**config.mk**
```make
export PLATFORM = sky130hd
export DESIGN_NAME = p405s_exe_strseq
export DESIGN_NICKNAME = d
export VERILOG_FILES = /design/src/rtl/p405s_strseq_pkg.sv /design/src/rtl/p405s_strseq_dp.sv /design/src/rtl/p405s_exe_strseq.sv
export SDC_FILE = /design/constraint.sdc
export NUM_CORES = 1
export LEC_CHECK = 0
export CORE_ASPECT_RATIO = 1.5
export CORE_MARGIN = 5
export CORE_UTILIZATION = 45
export CTS_CLUSTER_SIZE = 25
export DETAILED_ROUTE_END_ITERATION = 7
export HOLD_SLACK_MARGIN = 0.03
export PLACE_DENSITY = 0.79
export SLEW_MARGIN = 5
export SYNTH_ARGS = -nofsm -noshare
export SYNTH_HDL_FRONTEND = slang
export SYNTH_SLANG_ARGS = --single-unit
```
**constraint.sdc**
```tcl
create_clock -name CB -period 2.32 [get_ports CB]
set_input_delay 0.232 -clock CB [delete_from_list [all_inputs] [get_ports CB]]
set_output_delay 0.232 -clock CB [all_outputs]
set_load 0.02 [all_outputs]
```
**src/rtl/p405s_strseq_pkg.sv**
```systemverilog
// Shared types and constants for the EXE-stage string-transfer sequencer.
// The optional invalid-form check is enabled by P405S_STRSEQ_INVFORM_EN.
package p405s_strseq_pkg;

  localparam int CNT_W         = 7;
  localparam int WORD_BYTES    = 4;
  localparam int NB_ZERO_BYTES = 32;

  typedef enum logic [1:0] {
    ST_IDLE = 2'd0,
    ST_REQ  = 2'd1,
    ST_DONE = 2'd2
  } strseq_state_e;

  function automatic logic [2:0] min_word_bytes(input logic [CNT_W-1:0] cnt);
    if (cnt >= CNT_W'(WORD_BYTES)) begin
      return 3'(WORD_BYTES);
    end
    return cnt[2:0];
  endfunction

endpackage

```
**src/rtl/p405s_strseq_dp.sv**
```systemverilog
// Remaining-byte counter and GPR pointer for the string sequencer, plus the
// per-request byte count. Controlled by the FSM in p405s_exe_strseq.
module p405s_strseq_dp
  import p405s_strseq_pkg::*;
(
  input  logic             clk,
  input  logic             reset,
  input  logic             load,
  input  logic [CNT_W-1:0] load_cnt,
  input  logic [4:0]       load_rt,
  input  logic             step,
  output logic [4:0]       rt,
  output logic [2:0]       req_bytes,
  output logic             last_req
);

  logic [CNT_W-1:0] cnt_q, cnt_d;
  logic [4:0]       rt_q, rt_d;

  always_comb begin
    cnt_d = cnt_q;
    rt_d  = rt_q;
    if (load) begin
      cnt_d = load_cnt;
      rt_d  = load_rt;
    end else if (step) begin
      cnt_d = cnt_q - CNT_W'(req_bytes);
      rt_d  = rt_q + 5'd1;
    end
  end

  always_ff @(posedge clk) begin
    if (reset) begin
      cnt_q <= '0;
      rt_q  <= '0;
    end else begin
      cnt_q <= cnt_d;
      rt_q  <= rt_d;
    end
  end

  // The current request drains the counter when no more than a word remains.
  assign req_bytes = min_word_bytes(cnt_q);
  assign last_req  = (cnt_q <= CNT_W'(WORD_BYTES));
  assign rt        = rt_q;

endmodule

```
**src/rtl/p405s_exe_strseq.sv**
```systemverilog
// EXE-stage sequencer splitting lswi/lswx/stswi/stswx into word requests.
// Define P405S_STRSEQ_INVFORM_EN to add the RA-in-target-range check.
module p405s_exe_strseq
  import p405s_strseq_pkg::*;
(
  input  logic       CB,
  input  logic       resetL2,
  input  logic       PCL_exeStrStart,
  input  logic       PCL_exeStrImm,
  input  logic [4:0] PCL_exeStrNb,
  input  logic [6:0] EXE_xerTBC,
  input  logic [4:0] PCL_exeStrRt,
`ifdef P405S_STRSEQ_INVFORM_EN
  input  logic [4:0] PCL_exeStrRa,
  input  logic       PCL_exeStrLoad,
  output logic       STR_invalidForm,
`endif
  input  logic       PCL_exeFlush,
  input  logic       DCU_strAck,
  output logic       STR_reqValid,
  output logic [2:0] STR_reqBytes,
  output logic [4:0] STR_reqRt,
  output logic       STR_busy,
  output logic       STR_done,
  output logic       STR_zeroLen
);

  strseq_state_e    state_q, state_d;
  logic             zl_q, zl_d;
  logic [CNT_W-1:0] start_cnt;
  logic             dp_load, dp_step, dp_last;
  logic [4:0]       dp_rt;
  logic [2:0]       dp_bytes;
  logic             bad_form;

  p405s_strseq_dp u_dp (
    .clk       (CB),
    .reset     (resetL2),
    .load      (dp_load),
    .load_cnt  (start_cnt),
    .load_rt   (PCL_exeStrRt),
    .step      (dp_step),
    .rt        (dp_rt),
    .req_bytes (dp_bytes),
    .last_req  (dp_last)
  );

  assign start_cnt = PCL_exeStrImm
                   ? ((PCL_exeStrNb == 5'd0) ? CNT_W'(NB_ZERO_BYTES) : CNT_W'(PCL_exeStrNb))
                   : EXE_xerTBC;

`ifdef P405S_STRSEQ_INVFORM_EN
  logic       inv_q, inv_d;
  logic [7:0] n_regs;
  logic [4:0] ra_offset;

  // RA overlaps the targets when its wrapped distance from RT is below n.
  assign n_regs    = (8'(start_cnt) + 8'd3) >> 2;
  assign ra_offset = PCL_exeStrRa - PCL_exeStrRt;
  assign bad_form  = PCL_exeStrLoad && (start_cnt != '0) && (8'(ra_offset) < n_regs);

  always_comb begin
    inv_d = inv_q;
    if (state_q == ST_IDLE && PCL_exeStrStart && !PCL_exeFlush) begin
      inv_d = bad_form;
    end
  end

  always_ff @(posedge CB) begin
    if (resetL2) begin
      inv_q <= 1'b0;
    end else begin
      inv_q <= inv_d;
    end
  end

  assign STR_invalidForm = (state_q == ST_DONE) && inv_q;
`else
  assign bad_form = 1'b0;
`endif

  always_comb begin
    state_d      = state_q;
    zl_d         = zl_q;
    dp_load      = 1'b0;
    dp_step      = 1'b0;
    STR_reqValid = 1'b0;
    STR_reqBytes = 3'd0;
    STR_reqRt    = 5'd0;
    STR_done     = 1'b0;
    STR_zeroLen  = 1'b0;
    case (state_q)
      ST_IDLE: begin
        if (PCL_exeStrStart && !PCL_exeFlush) begin
          dp_load = 1'b1;
          zl_d    = (start_cnt == '0);
          state_d = ((start_cnt == '0) || bad_form) ? ST_DONE : ST_REQ;
        end
      end
      ST_REQ: begin
        STR_reqValid = 1'b1;
        STR_reqBytes = dp_bytes;
        STR_reqRt    = dp_rt;
        if (DCU_strAck && !PCL_exeFlush) begin
          dp_step = 1'b1;
          if (dp_last) begin
            state_d = ST_DONE;
          end
        end
      end
      ST_DONE: begin
        STR_done    = 1'b1;
        STR_zeroLen = zl_q;
        state_d     = ST_IDLE;
      end
      default: state_d = ST_IDLE;
    endcase
    // Flush abandons the op from any state, overriding start and ack.
    if (PCL_exeFlush) begin
      state_d = ST_IDLE;
    end
  end

  always_ff @(posedge CB) begin
    if (resetL2) begin
      state_q <= ST_IDLE;
      zl_q    <= 1'b0;
    end else begin
      state_q <= state_d;
      zl_q    <= zl_d;
    end
  end

  assign STR_busy = (state_q != ST_IDLE);

endmodule

```
==> summary by stage <==
Status
The run finished with clean final reports.

Power
The clock share of power is 25.7%. The part of the total power dissipated in sequential elements is 48.4%. The internal power of the cells totals 0.4257 mW.

For this design the ratio of total power to cell area is 427.4 nW/µm². Net switching is 30.36% of the power. Summed over all nets, the switching power comes to 0.1856 mW. In this run, the combinational gates consume 25.9% of the power.

For this design the static power due to leakage is 0.5477 nW. IR analysis of the VDD net gives a maximum drop of 0.2681 mV.

Floorplan
The floorplan step set the die width to 49.39 µm. The initialized floorplan defines 21 standard-cell rows. The core region is 2233 µm². The effective utilization at floorplan is 46.89%. The area enclosed by the die boundary is 3412 µm². The I/O pin count is 35. The floorplan step set the die height to 69.08 µm.

Clocking
The insertion delay to the later sink of the worst-skew pair is 0.29 ns. After clock tree synthesis, the clock-pin slew on the worst setup and hold paths is 0.10 ns. The post-CTS resize count is 0. Buffers inserted to repair hold after CTS numbered 0.

The tree is rooted in a sky130_fd_sc_hd__clkbuf_4. The number of clock buffers inserted by TritonCTS is 3. The CTS tree is done.

In this run the number of H-tree levels came out at 1. The total setup buffers inserted after CTS is 0. The count of clock tree sinks is 15. The clock passes through at most 2 buffers.

Finish
Once layout is done, the placed cells without fillers occupy 1430 µm². The number of fillers in the final layout is 200. The number of antenna repair diodes is 0. The final layout contains 187 nets. Compared with the post-synthesis result, the final layout area differs by 36.56%.

The layout cell share with drive strength beyond 1 is 11.88%. The share of the core filled with cells is 64.03%.

Logic synthesis
The dominant register cell in the synthesized netlist is sky130_fd_sc_hd__dfxtp_1. The synthesized instance count is 126. In the post-synthesis netlist, the biggest area contributors are sky130_fd_sc_hd__dfxtp_1, sky130_fd_sc_hd__o21ai_0, sky130_fd_sc_hd__mux2i_1, sky130_fd_sc_hd__and2_1, sky130_fd_sc_hd__ha_1. The biggest area contributor in the post-synthesis netlist is sky130_fd_sc_hd__dfxtp_1. The area share of the largest cell type after synthesis is 28.67%.

The unique cell type count in the Yosys netlist is 44. The net count after synthesis is 152. The number of enable flip-flop cells after synthesis is 0. For this run, asynchronously set or reset flops after synthesis account for 0%. During synthesis, Yosys emitted a total of 0 warnings. For this run, the register share of the synthesized area comes to 28.67%. The cell area that synthesis handed to floorplanning was 1047 µm². Dividing the synthesized area by the synthesized cell count gives 8.312 µm².

The register bit total from synthesis is 15.

GRT
Global routing consumed, on the met1 layer, 19.24% of the routing resources. The initial antenna violation count is 0. For met3 alone, demand over resource in global routing was 2.371%. The first global-routing pass estimated 4885 µm of wire. In the global route stage, met2 resource usage came out at 31.13%. In the global route stage, overall resource usage came out at 17.61%. The via count of the first global-routing pass was 1039. The overall overflow remaining after global route is 0. The largest net degree at the start of global routing is 21. The busiest layer in global routing is met2.

STA
Hold timing on the final database bottoms out at a slack of 0.4957 ns. The worst path meets setup with 0.07775 ns of slack. The actual transition at the worst max-transition pin is 0.6624 ns. Subtracting the final worst setup slack from the clock period gives 2.242 ns. The worst setup skew after layout is 0.007082 ns.

The number of max-slew violations in the final report is 0. Derived from the worst setup path, the maximum achievable clock frequency is 0.4460 GHz. The worst pin sits at a relative slew slack of 55.44%. The number of hold violations in the final report was 0. The portion of the clock cycle consumed by the worst path in the final layout is 96.65%. Setup violations remaining at the end of the flow were counted as 0.

Critical path
The largest fanout of any net on the critical path is 7. STA classifies the critical path startpoint as a flop. The classification of the worst setup path is reg -> out. Data on the critical path is required at its endpoint by 2.09 ns. The data arrival time at the worst-slack endpoint is 2.01 ns.

The nature of the critical path endpoint is an output pin.

Place
Port buffering added 34 buffers. The routability congestion estimate from global placement is 0.8941. The setup slack at placement is 0.2718 ns. Once placement finished, the instance area stood at 1390 µm². The placed wire-length estimate after detailed placement is 2313 µm.

Routing
Dividing the detail-routed via count by the number of cells gives 6.115. Once detail routing completed, the nets flagged for antenna violations numbered 0. The average detailed-routed wire length per instance is 16.54 µm.

The number of remaining DRC errors is 0. The count of TritonRoute iterations in the first routing pass is 4. After detailed routing, the total wire length is 3027 µm. The first routing iteration left 56 violations. The overall via count from detail_route is 1119.

Hold path
The class of the most critical hold timing path is reg -> reg.

Run
The max-capacitance violation count is 0.
-- kinds of logic after synthesis --
| group | count (synthesis) | share of synthesized area (%) |
|---|---|---|
| compound gates | 36 | 24.25 |
| xor+xnor | 1 | 0.8365 |
| fa+ha+maj | 3 | 3.585 |
| buf+inv | 11 | 6.092 |
| flops | 15 | 28.67 |
| mux | 5 | 4.899 |
| other cells | 2 | 0.7171 |
| simple gates | 53 | 30.94 |
-- final timing paths --
path                      start              end  slack (ns)  cells after the start
hold / removal       u_dp.rt[4]       u_dp.rt[4]        0.50                      2
setup reg to reg  u_dp.cnt_q[3]    u_dp.cnt_q[1]        0.54                      8
hold reg to reg      u_dp.rt[4]       u_dp.rt[4]        0.50                      2
setup / recovery  u_dp.cnt_q[3]  STR_reqBytes[1]        0.08                      4
-- placed cells by master (no fill, tap or decap), types with 4 or more instances in the layout --
cell                               n
sky130_fd_sc_hd__clkdlybuf4s50_1  33
sky130_fd_sc_hd__inv_1             4
sky130_fd_sc_hd__nand2_1           5
sky130_fd_sc_hd__and2_1            6
sky130_fd_sc_hd__dfxtp_1          15
sky130_fd_sc_hd__nand2b_1          4
sky130_fd_sc_hd__mux2i_1           4
sky130_fd_sc_hd__nor3_1            4
sky130_fd_sc_hd__nor2_1           10
sky130_fd_sc_hd__a21oi_1           4
sky130_fd_sc_hd__o21ai_0          12
sky130_fd_sc_hd__a31oi_1           5
-- sequential cells by signal (all words and copies together), names as in the netlist --
name and cells:
u_dp.cnt_q 7, u_dp.rt 5, state_q 2, zl_q 1
-- worst max-delay path, cell delays in order (launching register included) --
cell                              delay [ns]
sky130_fd_sc_hd__dfxtp_1                0.41
sky130_fd_sc_hd__nor4_4                 0.33
sky130_fd_sc_hd__nor2b_2                0.22
sky130_fd_sc_hd__and3_1                 0.17
sky130_fd_sc_hd__clkdlybuf4s50_1        0.60
-- metrics by stage --
| stage | setup TNS, ns | instances | power, mW |
|---|---|---|---|
| after CTS | 0 | 183 | 0.6043 |
| final | 0 | 183 | 0.6112 |
| after global routing | -0.0003186 | 183 | 0.6396 |
| after floorplan | 0 | 126 | 0.3807 |
| after global placement | 0 | 179 | 0.4481 |
| after detailed placement | 0 | 179 | 0.4518 |
-- routing by layer --
metal,wire length (µm),vias up
met5,0,-
met4,112,0
met3,132,11
met2,1606,36
met1,1174,532
li1,-,540
-- Yosys cell counts, types with 2 or more instances --
library cell / n
sky130_fd_sc_hd__conb_1: 2
sky130_fd_sc_hd__a211oi_1: 2
sky130_fd_sc_hd__ha_1: 3
sky130_fd_sc_hd__a311oi_2: 2
sky130_fd_sc_hd__nor4_2: 2
sky130_fd_sc_hd__inv_1: 4
sky130_fd_sc_hd__nor2b_1: 3
sky130_fd_sc_hd__nand4_1: 2
sky130_fd_sc_hd__o21ai_0: 12
sky130_fd_sc_hd__or2_2: 2
sky130_fd_sc_hd__a31oi_1: 5
sky130_fd_sc_hd__nor3_1: 4
sky130_fd_sc_hd__nor4_1: 3
sky130_fd_sc_hd__and3_1: 2
sky130_fd_sc_hd__mux2i_1: 4
sky130_fd_sc_hd__nand2_1: 5
sky130_fd_sc_hd__nand3_1: 2
sky130_fd_sc_hd__nor4b_1: 2
sky130_fd_sc_hd__nand2b_1: 4
sky130_fd_sc_hd__or3_1: 2
sky130_fd_sc_hd__and2_1: 6
sky130_fd_sc_hd__a311oi_1: 2
sky130_fd_sc_hd__clkbuf_1: 4
sky130_fd_sc_hd__a21oi_1: 4
sky130_fd_sc_hd__dfxtp_1: 15
sky130_fd_sc_hd__nor2_1: 10
-- cell type report --
type,instances,area (µm²),area share [%]
Timing Repair Buffer,37,365.4,25.55
Sequential cell,15,300.3,21.00
Inverter,4,15.01,1.050
Clock buffer,4,26.28,1.837
Tap cell,23,28.78,2.012
Multi-Input combinational cell,100,694.4,48.56
-- power groups by stage --
stage | sequential (mW) | combinational [mW] | clock [mW]
final | 0.296 | 0.159 | 0.157
after global routing | 0.298 | 0.172 | 0.169
after CTS | 0.293 | 0.154 | 0.157
after detailed placement | 0.299 | 0.153 | 0
after global placement | 0.298 | 0.150 | 0
after floorplan | 0.292 | 0.0888 | 0
(Power assumes the default switching activity.)
